[config.mk]
export PLATFORM = sky130hd
export DESIGN_NAME = char_rotator
export DESIGN_NICKNAME = d
export VERILOG_FILES = /design/src/rtl/char_rotator_pkg.sv /design/src/rtl/char_7seg.sv /design/src/rtl/char_rotator.sv
export SDC_FILE = /design/constraint.sdc
export NUM_CORES = 1
export LEC_CHECK = 0
export ABC_AREA = 0
export BUFFER_PORTS_ARGS = -buffer_cell sky130_fd_sc_hd__buf_4
export CAP_MARGIN = 10
export CELL_PAD_IN_SITES_DETAIL_PLACEMENT = 0
export CELL_PAD_IN_SITES_GLOBAL_PLACEMENT = 1
export CORE_MARGIN = 2
export CORE_UTILIZATION = 43
export CTS_CLUSTER_SIZE = 40
export DETAILED_ROUTE_END_ITERATION = 6
export PLACE_DENSITY = 0.77
export SLEW_MARGIN = 30
export SYNTH_ARGS = -nofsm -noshare
export SYNTH_HDL_FRONTEND = slang
export SYNTH_SLANG_ARGS = --single-unit
[constraint.sdc]
create_clock -name CLOCK_50 -period 2.3 [get_ports CLOCK_50]
set_clock_uncertainty 0.15 [all_clocks]
set_input_delay 0.23 -clock CLOCK_50 [delete_from_list [all_inputs] [get_ports CLOCK_50]]
set_output_delay 0.23 -clock CLOCK_50 [all_outputs]
set_load 0.1 [all_outputs]
[src/rtl/char_rotator_pkg.sv]
// Shared character codes, segment patterns and rotation state type for the
// four-position scrolling display.
package char_rotator_pkg;

    localparam logic [1:0] CODE_D     = 2'b00;
    localparam logic [1:0] CODE_E     = 2'b01;
    localparam logic [1:0] CODE_ONE   = 2'b10;
    localparam logic [1:0] CODE_BLANK = 2'b11;

    // Active-low segments, bit order [6:0] = g,f,e,d,c,b,a
    localparam int         SEG_W     = 7;
    localparam logic [6:0] SEG_D     = 7'b0100001;
    localparam logic [6:0] SEG_E     = 7'b0000110;
    localparam logic [6:0] SEG_ONE   = 7'b1111001;
    localparam logic [6:0] SEG_BLANK = 7'b1111111;

    typedef enum logic [1:0] {
        ROT0 = 2'd0,
        ROT1 = 2'd1,
        ROT2 = 2'd2,
        ROT3 = 2'd3
    } rot_state_t;

    function automatic rot_state_t rot_next(input rot_state_t s);
        logic [1:0] n;
        n = s + 2'd1;
        return rot_state_t'(n);
    endfunction

    // 2-bit-wide 4-to-1 mux over the packed character groups U,V,W,X
    function automatic logic [1:0] pick_code(input logic [7:0] chars, input logic [1:0] sel);
        logic [1:0] c;
        case (sel)
            2'd0:    c = chars[1:0];
            2'd1:    c = chars[3:2];
            2'd2:    c = chars[5:4];
            default: c = chars[7:6];
        endcase
        return c;
    endfunction

endpackage

[src/rtl/char_7seg.sv]
// Combinational 2-bit character code to active-low 7-segment decoder.
module char_7seg
    import char_rotator_pkg::*;
(
    input  logic [1:0]       code,
    output logic [SEG_W-1:0] seg
);

    always_comb begin
        seg = SEG_BLANK;
        case (code)
            CODE_D:   seg = SEG_D;
            CODE_E:   seg = SEG_E;
            CODE_ONE: seg = SEG_ONE;
            default:  seg = SEG_BLANK;
        endcase
    end

endmodule

[src/rtl/char_rotator.sv]
// Scrolls four 2-bit characters across HEX3..HEX0, advancing on a prescaled
// tick while Run is high or once per rising edge of Step.
//
//   state | meaning
//   ROT0  | HEX3..HEX0 show U,V,W,X
//   ROT1  | HEX3..HEX0 show V,W,X,U
//   ROT2  | HEX3..HEX0 show W,X,U,V
//   ROT3  | HEX3..HEX0 show X,U,V,W
module char_rotator
    import char_rotator_pkg::*;
#(
    parameter int TICK_DIV = 50000000
) (
    input  logic       CLOCK_50,
    input  logic       Reset,
    input  logic [7:0] Chars,
    input  logic       Run,
    input  logic       Step,
    output logic [1:0] Sel,
    output logic       Tick,
    output logic [6:0] HEX0,
    output logic [6:0] HEX1,
    output logic [6:0] HEX2,
    output logic [6:0] HEX3
);

    localparam int               CNT_W    = $clog2(TICK_DIV);
    localparam logic [CNT_W-1:0] CNT_LAST = CNT_W'(TICK_DIV - 1);

    rot_state_t       state;
    logic [CNT_W-1:0] cnt;
    logic             step_s;
    logic             step_q;
    logic             step_edge;
    logic             cnt_tc;
    logic             advance;

    // Step is sampled into step_s first, so a Step held through reset only
    // counts as an edge from the second sample after release.
    assign step_edge = step_s & ~step_q;
    assign cnt_tc    = Run && (cnt == CNT_LAST);
    assign advance   = step_edge | cnt_tc;

    always_ff @(posedge CLOCK_50 or posedge Reset) begin
        if (Reset) begin
            state  <= ROT0;
            cnt    <= '0;
            step_s <= 1'b0;
            step_q <= 1'b0;
            Tick   <= 1'b0;
        end else begin
            step_s <= Step;
            step_q <= step_s;
            Tick   <= advance;
            if (advance)
                state <= rot_next(state);
            if (step_edge || cnt_tc)
                cnt <= '0;
            else if (Run)
                cnt <= cnt + CNT_W'(1);
        end
    end

    assign Sel = state;

    logic [1:0]       pos_code [4];
    logic [SEG_W-1:0] pos_seg  [4];

    // Position i drives HEX(3-i) and shows group (state + i) mod 4.
    for (genvar i = 0; i < 4; i++) begin : g_pos
        logic [1:0] pos_sel;
        assign pos_sel     = state + 2'(i);
        assign pos_code[i] = pick_code(Chars, pos_sel);

        char_7seg u_seg (
            .code (pos_code[i]),
            .seg  (pos_seg[i])
        );
    end

    always_ff @(posedge CLOCK_50 or posedge Reset) begin
        if (Reset) begin
            HEX3 <= SEG_BLANK;
            HEX2 <= SEG_BLANK;
            HEX1 <= SEG_BLANK;
            HEX0 <= SEG_BLANK;
        end else begin
            HEX3 <= pos_seg[0];
            HEX2 <= pos_seg[1];
            HEX1 <= pos_seg[2];
            HEX0 <= pos_seg[3];
        end
    end

endmodule

==> results of run 1 <==
## Yosys cell counts (2+ instances only)
cell and number:
sky130_fd_sc_hd__or4_1 2, sky130_fd_sc_hd__nand2_1 8, sky130_fd_sc_hd__ha_1 9, sky130_fd_sc_hd__or3_1 9, sky130_fd_sc_hd__xnor2_1 4, sky130_fd_sc_hd__mux2i_1 9
sky130_fd_sc_hd__buf_4 18, sky130_fd_sc_hd__and4_1 4, sky130_fd_sc_hd__nor2_1 13, sky130_fd_sc_hd__xor2_1 9, sky130_fd_sc_hd__o31ai_1 3, sky130_fd_sc_hd__dfstp_2 12
sky130_fd_sc_hd__nand2b_1 4, sky130_fd_sc_hd__a222oi_1 8, sky130_fd_sc_hd__a21oi_1 11, sky130_fd_sc_hd__and3_1 4, sky130_fd_sc_hd__inv_1 7, sky130_fd_sc_hd__dfrtp_1 31
sky130_fd_sc_hd__buf_2 2, sky130_fd_sc_hd__nand3_1 10, sky130_fd_sc_hd__nand4_1 4, sky130_fd_sc_hd__o21ai_0 9, sky130_fd_sc_hd__nand4_2 2, sky130_fd_sc_hd__nand4_4 2
## stage by stage
stage	hold slack (ps)	area, um^2	setup WS (ps)	utilization [%]	cells
finish	77.66	2690	373.2	52.34	314
global route	82.79	2690	244.1	52.34	314
CTS	68.68	2690	372.7	52.34	314
detailed placement	183.9	2579	409.9	50.17	304
global placement	180.5	2579	411.7	50.17	304
floorplan	111.4	2302	18.62	-	209
## repair_timing
| action | CTS | global route |
|---|---|---|
| hold buffers | 2 | 0 |
| setup buffers | 0 | 0 |
| setup endpoints to repair | 0 | 0 |
| endpoints found under the hold margin | 4 | 0 |
## layer usage
layer	wire length, um	vias up
met5	0	-
met4	59	0
met3	222	6
met2	2008	48
met1	2002	798
li1	-	812
## final cells by class
class	instances	area (um^2)
well taps	70	87.58
clock inverters	1	5.005
fillers	461	2450
multi-input cells	138	1027
flip-flops and latches	43	1092
repair buffers	48	365.4
clock buffers	7	86.33
inverters	7	26.28
## state kept, by name, summed over array words and instances, names as in the netlist
register and flops:
HEX0 3, HEX1 3, HEX2 3, HEX3 3
Sel 2, Tick 1, cnt 26, step_q 1
step_s 1
## worst min path at each step
stage	to	cells past startpoint	start
finish	cnt[0]	3	Run
global route	cnt[0]	3	Run
CTS	cnt[0]	3	Run
detailed placement	cnt[6]	2	Reset
global placement	cnt[6]	2	Reset
floorplan	step_s	0	Step
## kinds of logic after synthesis
logic type               after synthesis  share of synthesized area [%]
flip-flops                            43                          47.42
AO/OA/AOI/OAI                         35                          10.77
XOR/XNOR                              13                          4.948
buffers and inverters                 28                          7.939
multiplexers                          10                          4.405
AND/OR/NAND/NOR                       71                          19.63
adder cells (fa/ha/maj)                9                          4.894
## worst register-to-register path, stage by stage, from the launching register on
cell                      delay [ps]
sky130_fd_sc_hd__dfrtp_1         430
sky130_fd_sc_hd__and4_1          420
sky130_fd_sc_hd__nand2_1         200
sky130_fd_sc_hd__or4_1           500
sky130_fd_sc_hd__a21oi_1         150
==> reports/metrics.csv, run 1 <==
metric,value,unit
result of the run,"complete, no violations",
busiest grt layer,met2,
via count of the first global-routing pass,1648,
Starting DRT DRC Count,159,
Yosys cell types,39,
number of warnings printed during yosys synthesis,0,
nature of the critical path startpoint,register,
synthesized area divided by synthesized cell count,11.01,um^2
Worst setup endpoint,cnt[21],
launch point of the worst path,cnt[7],
"most common cell after layout, fill and taps aside",sky130_fd_sc_hd__buf_4,
die height,77.15,um
share of synthesized flip-flops with an asynchronous set or reset,100.0,%
CTS clock-pin slew for the worst setup and hold paths,80,ps
Std-Cell Rows,26,
largest net degree at the start of global routing,18,
number of nets still failing antenna checks after routing,0,
worst slew margin relative to its limit,60.48,%
path length in cells of the critical path,4,
fraction of the cycle the final worst path needs,83.77,%
Final setup viols,0,
routing usage on met2,25.83,%
Tot GR Track Use,16.14,%
clock tree root buffer cell,sky130_fd_sc_hd__clkbuf_8,
detail-routed via count per cell,5.299,
Final min period,1927,ps
Syn Std Cell Area,2301,um^2
number of flops mapped to enable cells by yosys,0,
count of H-tree levels built during CTS,2,
Diodes inserted,0,
global routing met1 resource utilization,20.89,%
wire length per cell,13.68,um
routability-driven placement congestion ratio,0.8346,
number of buffers and inverters on the critical path,0,
Initial Utilization,44.77,%
Skew-Pair Late Insertion Delay,300,ps
number of flip-flops and latches in the synthesized netlist,43,
DR pass1 iterations,5,
capture point of the worst reg-to-reg path,cnt[21],
number of buffers between clock root and the deepest sink,2,
"Max stage delay cell, worst path",sky130_fd_sc_hd__or4_1,
CTS-repair resized insts,0,
arrival time worst endpoint,2000,ps
core region area,5140,um^2
highest clock rate,519.0,MHz
post-detailed-route DRC marker count,0,
fraction of layout cells with a size suffix above 1,31.15,%
I/O Buffers,42,
first-pass GRT wire length,7672,um
class of the most critical setup path,register to register,
type of destination of the critical path,register,
TritonCTS clock tree,done,
library cell with the largest summed area after synthesis,sky130_fd_sc_hd__dfrtp_1,
count of maximum capacitance violations,0,
"Remaining Overflow, GRT",0,
slew of the pin with the lowest slew margin,592.1,ps
top fanout value on the critical path,7,
initial antenna violation count,0,
ordered cell list for the critical path,and4_1 > nand2_1 > or4_1 > a21oi_1,
TritonCTS buffer count,5,
setup_tns,0,ps
sequential element share of the synthesized area,47.42,%
path depth of the worst reg2reg path,4,
Detailed Route WL,4294,um
register-to-register path setup slack,370,ps
largest cells by area after synthesis,"sky130_fd_sc_hd__dfrtp_1, sky130_fd_sc_hd__dfstp_2, sky130_fd_sc_hd__buf_4",
global routing usage on met3,4.706,%
Tightest Hold Check Type,primary input to register,
critical path's top delay family,simple AND/OR/NAND/NOR gates,
clock sink total,43,
"Primary FF master, synth",sky130_fd_sc_hd__dfrtp_1,
required time of the critical path,2370,ps
synthesized instance count,209,
crit-path max cell delay,500,ps
net count of the mapped netlist,230,
Slew Limit Fails,0,
setup repair after global routing missed its margin,false,
Horiz. Die Dim,77.15,um
via count,1664,
"leading cell types in the layout, fill and taps excluded","sky130_fd_sc_hd__buf_4, sky130_fd_sc_hd__dfrtp_1, sky130_fd_sc_hd__nor2_1",
startpoint of the worst register-to-register path,cnt[7],
post-layout net count,264,
die area,5952,um^2
number of top-level pins,43,
detailed placement HPWL,3128,um
layout-stage area growth over the synthesis result,16.91,%
"Hold Vio Cnt, Final",0,
top cell type's share of synthesized area,33.71,%
Power of run 1 is not shown: default switching activity piles up to over one toggle a cycle in this logic, so the estimate is an artifact.
==> run 2: changes to the inputs <==
--- a/config.mk
+++ b/config.mk
@@ -11,10 +11,10 @@
 export CELL_PAD_IN_SITES_DETAIL_PLACEMENT = 0
 export CELL_PAD_IN_SITES_GLOBAL_PLACEMENT = 1
 export CORE_MARGIN = 2
-export CORE_UTILIZATION = 43
+export CORE_UTILIZATION = 39
 export CTS_CLUSTER_SIZE = 40
 export DETAILED_ROUTE_END_ITERATION = 6
-export PLACE_DENSITY = 0.77
+export PLACE_DENSITY = 0.73
 export SLEW_MARGIN = 30
 export SYNTH_ARGS = -nofsm -noshare
 export SYNTH_HDL_FRONTEND = slang
==> constraint.sdc (replaced) <==
create_clock -name CLOCK_50 -period 1.7 [get_ports CLOCK_50]
set_clock_uncertainty 0.15 [all_clocks]
set_input_delay 0.17 -clock CLOCK_50 [delete_from_list [all_inputs] [get_ports CLOCK_50]]
set_output_delay 0.17 -clock CLOCK_50 [all_outputs]
set_load 0.1 [all_outputs]
==> run 2 against run 1 <==
Effect of this change:
- the run now ends with setup timing left
- first-iteration DRC count shrank 21%
- setup slack worse by 390 ps
- die area rose by 9.7%
- count of clock-buffer cells in the layout unchanged
- hold slack worse by 49 ps
- core utilization is 2.5 points higher
- final cell count up 11%
- sequential share of layout area down 4.9 points
- via count up 9.8%
==> reports/metrics.csv, run 2 (same netlist as run 1, synthesis figures left out) <==
metric,value,unit,change
CTS clock-pin slew for the worst setup and hold paths,80,ps,about the same
initial antenna violation count,0,,unchanged
post-detailed-route DRC marker count,0,,unchanged
number of buffers between clock root and the deepest sink,2,,unchanged
Tightest Hold Check Type,primary input to register,,
detailed placement HPWL,3464,um,+11%
Skew-Pair Late Insertion Delay,290,ps,about the same
Worst Setup Slack post-DPL,-83.56,ps,-493.4 ps
post-layout net count,297,,+13%
Detailed Route WL,4808,um,+12%
Filler Cells Inserted,534,,+16%
ordered cell list for the critical path,nor4_2 > nand4_1 > o21bai_4 > mux2_4,,
number of top-level pins,43,,unchanged
DR pass1 iterations,4,,-1
setup_tns,-21.88,ps,-21.88 ps
via count of the first global-routing pass,1758,,+6.7%
Slew Limit Fails,0,,unchanged
Std-Cell Rows,27,,+3.8%
die area,6530,um^2,+9.7%
slew of the pin with the lowest slew margin,305.0,ps,-287.1 ps
crit-path max cell delay,410,ps,-90 ps
nature of the critical path startpoint,register,,
register with the highest flop count,cnt,,
utilization after layout,54.86,%,+2.5 points
type of destination of the critical path,register,,
Final min period,1717,ps,-209.7 ps
"leading cell types in the layout, fill and taps excluded","sky130_fd_sc_hd__buf_4, sky130_fd_sc_hd__dfrtp_1, sky130_fd_sc_hd__nor2_1",,
class of the most critical setup path,register to register,,
clock tree root buffer cell,sky130_fd_sc_hd__clkbuf_8,,
"flip-flop count of the largest register, all copies and words added",26,,unchanged
first-pass GRT wire length,7983,um,+4.1%
wire length per cell,13.78,um,+0.74%
Final setup viols,2,,+2
required time of the critical path,1730,ps,-640 ps
highest clock rate,582.4,MHz,+12%
TritonCTS clock tree,done,,
arrival time worst endpoint,1750,ps,-250 ps
Sequential cell area,1100,um^2,+0.69%
detail-routed via count per cell,5.235,,-1.2%
Diodes inserted,0,,unchanged
path depth of the worst reg2reg path,4,,unchanged
Starting DRT DRC Count,125,,-21%
"Remaining Overflow, GRT",0,,unchanged
number of nets still failing antenna checks after routing,0,,unchanged
clock sink total,43,,unchanged
top fanout value on the critical path,5,,-2
area used by multi-input combinational logic,1134,um^2,+10%
die height,80.81,um,+4.7%
core region area,5608,um^2,+9.1%
"Max stage delay cell, worst path",sky130_fd_sc_hd__dfrtp_1,,
routability-driven placement congestion ratio,0.8106,,-2.9%
Post-Place Cells,332,,+9.2%
Tot GR Track Use,15.90,%,-0.24 points
worst slew margin relative to its limit,79.49,%,+19 points
Initial Utilization,41.03,%,-3.7 points
layout-stage area growth over the synthesis result,33.71,%,
setup repair after global routing missed its margin,true,,
count of H-tree levels built during CTS,2,,unchanged
Post-Layout Cell Count,349,,+11%
count of maximum capacitance violations,0,,unchanged
largest net degree at the start of global routing,44,,+26
"most common cell after layout, fill and taps aside",sky130_fd_sc_hd__buf_4,,
worst setup margin,-17.06,ps,-390.3 ps
TritonCTS buffer count,5,,unchanged
count of cells along the worst hold path,3,,unchanged
fraction of layout cells with a size suffix above 1,46.93,%,+16 points
violated checks,setup timing,,
fraction of the cycle the final worst path needs,101.0,%,+17 points
result of the run,finished with violations,,
Horiz. Die Dim,80.81,um,+4.7%
I/O Buffers,42,,unchanged
"Hold Vio Cnt, Final",0,,unchanged
via count,1827,,+9.8%
[run 2: changes by cell type in the layout (fill, tap and decap cells not counted), sizes merged]
cell / delta
buf: +33
[run 2: layout make-up]
type	instances	area share (%)
clock buffers	7	2.481
clock inverters	1	0.1627
flip-flops and latches	43	35.75
multi-input cells	138	36.84
inverters	7	1.017
well taps	72	2.928
repair buffers	81	20.82
[run 2: timing repair]
item | 4_1_cts | 5_1_grt
endpoints found under the hold margin | 32 | 0
endpoints found under the setup margin | 24 | 26
buffers inserted | 6 | 1
resized for setup | 15 | 8
pin swaps | 11 | 5
hold buffers | 2 | 0
[run 2: worst paths after layout]
path,start,to,slack (ps)
min in group asynchronous,Reset,cnt[5],350
max in group asynchronous,Reset,HEX2[4],800
worst max-delay path,cnt[7],Sel[1],-20
worst min register to register,step_s,step_q,220
worst max register to register,cnt[7],Sel[1],-20
worst min-delay path,Run,cnt[0],30
[run 2: per-stage QoR]
step	hold WS [ps]	cell area (um^2)
after floorplan	51.43	2351
after global placement	106.6	2838
after detailed placement	119.8	2838
after CTS	18.25	3048
after global routing	33.91	3077
final	28.19	3077
[run 2: routing by layer]
metal	share of wire [%]	vias up	wire length [um]	track usage, %
met5	0	-	0	0
met4	1.8	0	88	6.441
met3	5.8	8	277	4.000
met2	50	50	2394	27.60
met1	43	888	2047	18.76
li1	-	881	-	-
[run 2: critical path, delay by kind of cell (launching register included)]
family / cells / cell delay, ps
flip-flops: 1 / 410
AND/OR/NAND/NOR: 2 / 490
multiplexers: 1 / 310
AO/OA/AOI/OAI: 1 / 240
Power of run 2 is left out for the same reason.
==> run 3: changes to the inputs <==
--- a/config.mk
+++ b/config.mk
@@ -11,10 +11,10 @@
 export CELL_PAD_IN_SITES_DETAIL_PLACEMENT = 0
 export CELL_PAD_IN_SITES_GLOBAL_PLACEMENT = 1
 export CORE_MARGIN = 2
-export CORE_UTILIZATION = 39
+export CORE_UTILIZATION = 43
 export CTS_CLUSTER_SIZE = 40
 export DETAILED_ROUTE_END_ITERATION = 6
-export PLACE_DENSITY = 0.73
+export PLACE_DENSITY = 0.77
 export SLEW_MARGIN = 30
 export SYNTH_ARGS = -nofsm -noshare
 export SYNTH_HDL_FRONTEND = slang
==> constraint.sdc (replaced) <==
create_clock -name CLOCK_50 -period 1.75 [get_ports CLOCK_50]
set_clock_uncertainty 0.15 [all_clocks]
set_input_delay 0.175 -clock CLOCK_50 [delete_from_list [all_inputs] [get_ports CLOCK_50]]
set_output_delay 0.175 -clock CLOCK_50 [all_outputs]
set_load 0.1 [all_outputs]
==> run 3 against run 2 <==
Effect of this change:
- the flow now finishes without violations
- core utilization increased by 3.7 points
- hold slack got worse by 9.0 ps
- routed wire length decreased by 4.1%
- global-route usage increased by 0.61 points
- design area decreased by 2.2%
- sequential cell count unchanged
- via count decreased by 1.9%
- fmax decreased by 0.58%
- register-to-register slack improved by 40 ps
==> reports/metrics.csv, run 3 (same netlist as run 1, synthesis figures left out) <==
metric,value,unit,change
count of cells along the worst hold path,3,,unchanged
type of destination of the critical path,register,,
number of nets still failing antenna checks after routing,0,,unchanged
path depth of the worst reg2reg path,5,,+1
final hold slack,19.24,ps,-8.953 ps
detailed placement HPWL,3303,um,-4.6%
startpoint of the most critical hold path,Run,,
Initial Utilization,44.77,%,+3.7 points
startpoint of the worst register-to-register path,cnt[7],,
layout-stage area growth over the synthesis result,30.78,%,
fraction of layout cells with a size suffix above 1,46.21,%,-0.72 points
slew of the pin with the lowest slew margin,347.7,ps,+42.65 ps
post-detailed-route DRC marker count,0,,unchanged
required time of the critical path,1830,ps,+100 ps
CTS clock-pin slew for the worst setup and hold paths,80,ps,about the same
Tot GR Track Use,16.51,%,+0.61 points
Std-Cell Rows,26,,-3.7%
largest net degree at the start of global routing,29,,-34%
"flip-flop count of the largest register, all copies and words added",26,,unchanged
routability-driven placement congestion ratio,0.8187,,+1.0%
via count of the first global-routing pass,1693,,-3.7%
Skew-Pair Late Insertion Delay,300,ps,about the same
core region area,5140,um^2,-8.3%
capture point of the worst reg-to-reg path,cnt[21],,
Starting DRT DRC Count,112,,-10%
ordered cell list for the critical path,and4_1 > buf_4 > nand2_2 > or4_4 > a21oi_2,,
worst slew margin relative to its limit,76.82,%,-2.7 points
crit-path max cell delay,480,ps,+70 ps
die height,77.15,um,-4.5%
Filler Cells Inserted,443,,-17%
"Hold Vio Cnt, Final",0,,unchanged
"Remaining Overflow, GRT",0,,unchanged
Detailed Route WL,4611,um,-4.1%
TritonCTS clock tree,done,,
via count,1792,,-1.9%
top fanout value on the critical path,6,,+1
destination of the worst hold path,cnt[0],,
clock tree root buffer cell,sky130_fd_sc_hd__clkbuf_8,,
initial antenna violation count,0,,unchanged
count of maximum capacitance violations,0,,unchanged
highest clock rate,579.0,MHz,-0.58%
Tightest Hold Check Type,primary input to register,,
Final setup viols,0,,-2
arrival time worst endpoint,1810,ps,+60 ps
detail-routed via count per cell,5.164,,-1.4%
post-layout net count,297,,unchanged
Horiz. Die Dim,77.15,um,-4.5%
Diodes inserted,0,,unchanged
wire length per cell,13.29,um,-3.5%
number of buffers between clock root and the deepest sink,2,,unchanged
clock sink total,43,,unchanged
"Max stage delay cell, worst path",sky130_fd_sc_hd__or4_4,,
fraction of the cycle the final worst path needs,98.69,%,-2.3 points
first-pass GRT wire length,7921,um,-0.78%
Slew Limit Fails,0,,unchanged
"leading cell types in the layout, fill and taps excluded","sky130_fd_sc_hd__buf_4, sky130_fd_sc_hd__dfrtp_1, sky130_fd_sc_hd__nor2_1",,
count of H-tree levels built during CTS,2,,unchanged
die area,5952,um^2,-8.9%
result of the run,"complete, no violations",,
class of the most critical setup path,register to register,,
"most common cell after layout, fill and taps aside",sky130_fd_sc_hd__buf_4,,
DR pass1 iterations,6,,+2
I/O Buffers,42,,unchanged
nature of the critical path startpoint,register,,
register with the highest flop count,cnt,,
Final min period,1727,ps,+10.05 ps
setup repair after global routing missed its margin,true,,
register-to-register path setup slack,20,ps,+40 ps
TritonCTS buffer count,5,,unchanged
number of top-level pins,43,,unchanged
==> run 3: cell types whose count changed in the layout (fill, tap and decap cells not counted), sizes merged <==
cell,previous run,this run
clkbuf,7,6
clkinvlp,0,1
==> run 3: worst max path at each step <==
stage,from,end,slack (ps),cells after the start
6_report,cnt[7],cnt[21],20,5
5_1_grt,cnt[16],cnt[25],-70,5
4_1_cts,cnt[8],cnt[21],10,5
3_5_place_dp,cnt[1],cnt[14],-40,6
3_3_place_gp,cnt[1],cnt[14],-20,6
2_1_floorplan,cnt[11],Sel[1],10,4
==> run 3: repair_timing <==
item                                    in CTS  in global routing
endpoints found under the setup margin      21                 28
setup buffers                                2                  8
endpoints found under the hold margin       32                  0
resized for setup                            4                 15
hold buffers                                 2                  0
pin swaps                                    0                  5
==> run 3: final cells by class <==
class | count | area, um^2 | area share, %
Clock buffer | 6 | 72.57 | 2.412
Clock inverter | 2 | 12.51 | 0.4158
Inverter | 7 | 28.78 | 0.9563
Multi-Input combinational cell | 138 | 1087 | 36.13
Sequential cell | 43 | 1100 | 36.55
Tap cell | 70 | 87.58 | 2.911
Timing Repair Buffer | 81 | 620.6 | 20.62
==> run 3: metrics by stage <==
| step | util (%) | std cells | TNS (ps) | worst slack (ps) | area (um^2) |
|---|---|---|---|---|---|
| 2_1_floorplan | - | 209 | 0 | 12.84 | 2317 |
| 3_3_place_gp | 53.82 | 327 | -347.4 | -24.93 | 2766 |
| 3_5_place_dp | 53.82 | 327 | -575.5 | -41.14 | 2766 |
| 4_1_cts | 56.40 | 339 | 0 | 13.50 | 2899 |
| 5_1_grt | 58.54 | 347 | -1022 | -66.31 | 3009 |
| 6_report | 58.54 | 347 | 0 | 22.88 | 3009 |
==> run 3: per-layer routing <==
metal / vias up / track usage (%) / share of wire, %
li1: 882 / - / -
met1: 852 / 21.73 / 45
met2: 52 / 26.61 / 48
met3: 6 / 4.000 / 5.1
met4: 0 / 5.714 / 1.4
met5: - / 0 / 0
==> run 3: worst max-delay path, delay by kind of cell, from the launching register on <==
family | cells | cell delay [ps]
AO/OA/AOI/OAI | 1 | 140
buffers and inverters | 1 | 170
flip-flops | 1 | 400
AND/OR/NAND/NOR | 3 | 790
Power of run 3 is left out for the same reason.
